**src/rtl/alarm_ring_sequencer.sv**
```systemverilog
// alarm_ring_sequencer
//   Sound control unit for the alarm clock. Once the comparators flag an
//   alarm match, it rings, snoozes and re-rings. It stops on the Stop button,
//   on alarm disable, or on ring timeout.
// Ports
//   Clk, Clr          clock (rising edge) / async active-low reset
//   MinTick           one-cycle pulse per minute rollover of current time
//   AlarmMatch        level, current time equals an enabled alarm
//   AlarmEn           level, global enable; low aborts ring/snooze
//   Snooze, Stop      synchronised button levels (edge-detected here)
//   Mute              gates Sound only
//   Sound             Ringing & ~Mute
//   Ringing/Snoozing  state flags
//   SnoozeCnt         snoozes taken in the current alarm event
//   MinLeft           minutes left in the current RING/SNOOZE phase, else 0
module alarm_ring_sequencer #(
  parameter int SNOOZE_MIN = 5,
  parameter int RING_MAX   = 10,
  parameter int MAX_SNOOZE = 3
) (
  input  logic       Clk,
  input  logic       Clr,
  input  logic       MinTick,
  input  logic       AlarmMatch,
  input  logic       AlarmEn,
  input  logic       Snooze,
  input  logic       Stop,
  input  logic       Mute,
  output logic       Sound,
  output logic       Ringing,
  output logic       Snoozing,
  output logic [3:0] SnoozeCnt,
  output logic [3:0] MinLeft
);

  typedef enum logic [1:0] {IDLE, RING, SNOOZE, DONE} state_t;

  localparam logic [3:0] RING_LEN  = 4'(RING_MAX);
  localparam logic [3:0] SNZ_LEN   = 4'(SNOOZE_MIN);
  localparam logic [3:0] RING_LAST = 4'(RING_MAX - 1);
  localparam logic [3:0] SNZ_LAST  = 4'(SNOOZE_MIN - 1);
  localparam logic [3:0] SNZ_LIM   = 4'(MAX_SNOOZE);

  state_t     state, state_n;
  logic [3:0] min_cnt, min_cnt_n;
  logic [3:0] snz_cnt, snz_cnt_n;
  logic       snz_q, stp_q;
  logic       snz_e, stp_e;

  assign snz_e = Snooze & ~snz_q;
  assign stp_e = Stop & ~stp_q;

  always_ff @(posedge Clk or negedge Clr) begin
    if (!Clr) begin
      state   <= IDLE;
      min_cnt <= '0;
      snz_cnt <= '0;
      snz_q   <= 1'b0;
      stp_q   <= 1'b0;
    end else begin
      state   <= state_n;
      min_cnt <= min_cnt_n;
      snz_cnt <= snz_cnt_n;
      snz_q   <= Snooze;
      stp_q   <= Stop;
    end
  end

  always_comb begin
    state_n   = state;
    min_cnt_n = min_cnt;
    snz_cnt_n = snz_cnt;
    case (state)
      IDLE: begin
        if (AlarmEn && AlarmMatch) begin
          state_n   = RING;
          min_cnt_n = '0;
          snz_cnt_n = '0;
        end
      end
      RING: begin
        // Stop/disable outrank snooze, and snooze outranks timeout.
        // A snooze past the limit falls through to the timeout check.
        if (stp_e || !AlarmEn) begin
          state_n   = DONE;
          snz_cnt_n = '0;
        end else if (snz_e && (snz_cnt < SNZ_LIM)) begin
          state_n   = SNOOZE;
          snz_cnt_n = snz_cnt + 4'd1;
          min_cnt_n = '0;
        end else if (MinTick && (min_cnt == RING_LAST)) begin
          state_n   = DONE;
          snz_cnt_n = '0;
        end else if (MinTick) begin
          min_cnt_n = min_cnt + 4'd1;
        end
      end
      SNOOZE: begin
        if (stp_e || !AlarmEn) begin
          state_n   = DONE;
          snz_cnt_n = '0;
        end else if (MinTick && (min_cnt == SNZ_LAST)) begin
          state_n   = RING;
          min_cnt_n = '0;
        end else if (MinTick) begin
          min_cnt_n = min_cnt + 4'd1;
        end
      end
      DONE: begin
        // Stay here until the matching minute passes, so the same match
        // cannot re-trigger the alarm.
        snz_cnt_n = '0;
        min_cnt_n = '0;
        if (!AlarmMatch) state_n = IDLE;
      end
      default: state_n = IDLE;
    endcase
  end

  assign Ringing   = (state == RING);
  assign Snoozing  = (state == SNOOZE);
  assign Sound     = Ringing & ~Mute;
  assign SnoozeCnt = snz_cnt;

  always_comb begin
    MinLeft = '0;
    if (state == RING)   MinLeft = RING_LEN - min_cnt;
    if (state == SNOOZE) MinLeft = SNZ_LEN - min_cnt;
  end

endmodule

```
**config.mk**
```make
export PLATFORM = sky130hd
export DESIGN_NAME = alarm_ring_sequencer
export DESIGN_NICKNAME = d
export VERILOG_FILES = /design/src/rtl/alarm_ring_sequencer.sv
export SDC_FILE = /design/constraint.sdc
export NUM_CORES = 1
export LEC_CHECK = 0
export ABC_AREA = 1
export ABC_CLOCK_PERIOD_IN_PS = 2000
export CAP_MARGIN = 20
export CELL_PAD_IN_SITES_DETAIL_PLACEMENT = 1
export CELL_PAD_IN_SITES_GLOBAL_PLACEMENT = 1
export CORE_AREA = 2 2 57 59
export DETAILED_ROUTE_END_ITERATION = 8
export DIE_AREA = 0 0 59 61
export PLACE_DENSITY = 0.82
export SYNTH_ARGS = -nofsm -noshare
export SYNTH_HDL_FRONTEND = slang
export SYNTH_SLANG_ARGS = --single-unit
```
**constraint.sdc**
```tcl
create_clock -name Clk -period 2 [get_ports Clk]
set_input_delay 0.2 -clock Clk [delete_from_list [all_inputs] [get_ports Clk]]
set_output_delay 0.2 -clock Clk [all_outputs]
set_load 0.02 [all_outputs]
```
==> run_results.csv <==
group,metric,value,unit
run_status,status,"completed",
floorplan,io_pins,19,
pwr,clock_power_share,12.1,%
logic_synthesis,ys_ff_latch,12,
worst_setup_path,cp-start-kind,"flip-flop",
final_layout,final_util,45.3,%
clock_network,clock-root-buffer,"clkbuf_4",
sta,fin_crit_sh,92.6,%
worst_setup_path,crit_path_max_fanout,5,
logic_synthesis,yosysTopAreaCellShare,28.7,%
floorplan,die_area,3600,um2
clock_network,clk_pin_slew,0.09,ns
logic_synthesis,syn_area,1050,um2
floorplan,core_area,2950,um2
floorplan,initial_core_util,35.4,%
pwr,p_sw_share,49.0,%
place,place_congestion,0.824,
detailed_routing,first_iter_violations,6,
sta,finalHoldViolations,0,
worst_setup_path,cpPeakStageDelay,0.41,ns
worst_setup_path,critical_path_class,"flip-flop to output pin",
logic_synthesis,synth_cells,144,
detailed_routing,routed_via_density,4.96,
sta,finalSetupTns,0,ns
worst_setup_path,critPathSlowestCell,"dfrtp_1",
logic_synthesis,synth_area_leader_cell,"dfrtp_1",
detailed_routing,remaining_drc_errors,0,
worst_hold_path,hp-class,"input port to asynchronous set/reset pin",
detailed_routing,ant_nets,0,
final_layout,antenna_cells,0,
floorplan,die_x,59,um
pwr,comb_power_share,67.3,%
logic_synthesis,seq_area_frac_synth,28.7,%
pwr,power,1.67,mW
worst_setup_path,r2r_slack,0.41,ns
pwr,power.net_switching,0.817,mW
worst_setup_path,crit_required,1.80,ns
sta,drv_slew,0,
grt,grt_overflow,0,
worst_setup_path,timing.critical_path.buf_inv,3,
pwr,irDropWorstVdd,0.517,mV
clock_network,hold_buffers,0,
detailed_routing,avgRoutedWirePerCell,12.8,um
detailed_routing,vias,1021,
detailed_routing,drt_first_pass_iters,4,
clock_network,clockBufferDepth,2,
place,io_buffers,18,
sta,min_period,1.85,ns
final_layout,drive_gt1_share,20.8,%
logic_synthesis,yosysUniqueCellTypes,21,
place,dp_hpwl,2.26,mm
worst_setup_path,crit_family,"buffers and inverters",
place,place_ws,0.0506,ns
floorplan,rows,20,
pwr,powerDensity,1250,nW/um2
pwr,seqPwrFrac,20.5,%
logic_synthesis,synth.top_cells.by_area,"dfrtp_1 29%, ha_1 16%, nand2_1 15%",
job,max_cap_violations,0,
final_layout,stdcell_count,206,
pwr,p_int,0.852,mW
logic_synthesis,syn_avg_cell_area,7.26,um2
clock_network,cts_tree,"yes",
clock_network,cts-buffers-inserted,3,
grt,grt_max_degree,13,
final_layout,syn_to_final_growth,27.9,%
detailed_routing,drt_wl_total,2.64,mm
sta,setup_violations,0,
clock_network,insertion_delay,0.28,ns
floorplan,die_y,61,um
worst_setup_path,end_kind,"output pin",
clock_network,htree_levels,1,
final_layout,nets,195,
sta,worst_slack,0.148,ns
worst_setup_path,path_cells,"inv_1, ha_1, inv_2, o21ai_0, dlygate4sd2_1",
clock_network,cts_setup_buffers,0,
worst_setup_path,cp.arrival,1.65,ns
clock_network,cts_sinks,12,
place,dp_cells,202,
grt,grt_pass1_vias,1044,
sta,fmax,540,MHz
sta,tightestPinTransition,0.608,ns
logic_synthesis,ys_warn_count,0,
grt,antenna_found_initial,0,
grt,grt_pass1_wl,4.51,mm
sta,slew_headroom,59.4,%
grt,grtUsageTotal,16.8,%
sta,grt_setup_unrepaired,"false",
sta,fin_skew,0.00670,ns
pwr,p_leak,0.724,nW
logic_synthesis,synth_fp_nets,165,
[final timing paths]
kind,cells past startpoint,end,startpoint
worst max-delay path,5,MinLeft[0],state[0]$_DFFE_PN0P_
worst min-delay path,1,SnoozeCnt[3]$_DFFE_PN0P_,Clr
worst max register to register,10,min_cnt[2]$_DFFE_PN0P_,state[1]$_DFFE_PN0P_
worst min register to register,2,SnoozeCnt[3]$_DFFE_PN0P_,SnoozeCnt[3]$_DFFE_PN0P_
max in group asynchronous,1,min_cnt[1]$_DFFE_PN0P_,Clr
min in group Clk,1,stp_q$_DFF_PN0_,Stop
[routing by layer]
metal | vias to the layer above | global-route usage [%] | part of all wire [%] | wire [um]
met5 | - | 0 | 0 | 0
met4 | 0 | 8.77 | 2.1 | 56
met3 | 4 | 0.640 | 2.7 | 71
met2 | 19 | 29.7 | 50 | 1320
met1 | 486 | 20.9 | 45 | 1190
li1 | 512 | - | - | -
[power by group through the flow]
stage | clock, mW | combinational (mW) | sequential, mW
2_1_floorplan | 0 | 0.726 | 0.350
3_5_place_dp | 0 | 1.19 | 0.349
4_1_cts | 0.205 | 1.15 | 0.343
6_report | 0.203 | 1.12 | 0.343
3_3_place_gp | 0 | 1.15 | 0.339
5_1_grt | 0.217 | 1.26 | 0.351
[cell type report]
class	instances	area, um2
multi-input cells	110	652
inverters	20	75.1
well taps	33	41.3
flip-flops and latches	12	302
clock buffers	4	36.3
fillers	390	1620
repair buffers	27	231
[repair_timing]
item,CTS,global route
setup endpoints to repair,6,4
pin swaps,0,0
gates resized for setup,6,8
[placed cells by master, fill, tap and decap left out, types with 3 or more instances in the layout]
master and n:
clkbuf_2 3, clkbuf_4 3, nor2_1 11, nand2_2 4, clkdlybuf4s50_1 11, o22ai_1 3
inv_2 5, ha_1 13, buf_4 9, nand4_1 3, dfrtp_1 11, inv_1 15
nor2_2 5, nand2_1 41, xor2_1 3, nand3_1 16, dlygate4sd2_1 3
[metrics by stage]
step,hold WS (ns),instance area (um2)
after detailed placement,0.529,1320
after global placement,0.497,1320
after global routing,0.324,1340
final,0.294,1340
after CTS,0.311,1350
after floorplan,-0.0956,1050
[sequential cells by signal (all words and copies together) (netlist names)]
| name | count |
|---|---|
| state | 2 |
| min_cnt | 4 |
| stp_q | 1 |
| SnoozeCnt | 4 |
| snz_q | 1 |
[Yosys cell counts, drive strengths merged]
cell type and number:
a21boi 1, a21oi 2, buf 2, dfrtp 12, ha 13, inv 20
nand2 45, nand3 18, nand4 3, nor2 18, o211ai 1, o21ai 1
o22ai 3, xnor2 2, xor2 3
[cells by family after synthesis]
family	Yosys count	synth area share (%)
simple gates	84	37.6
buf+inv	22	8.97
fa+ha+maj	13	15.6
flops	12	28.7
compound gates	8	5.02
xor+xnor	5	4.19
(Power assumes the default switching activity.)
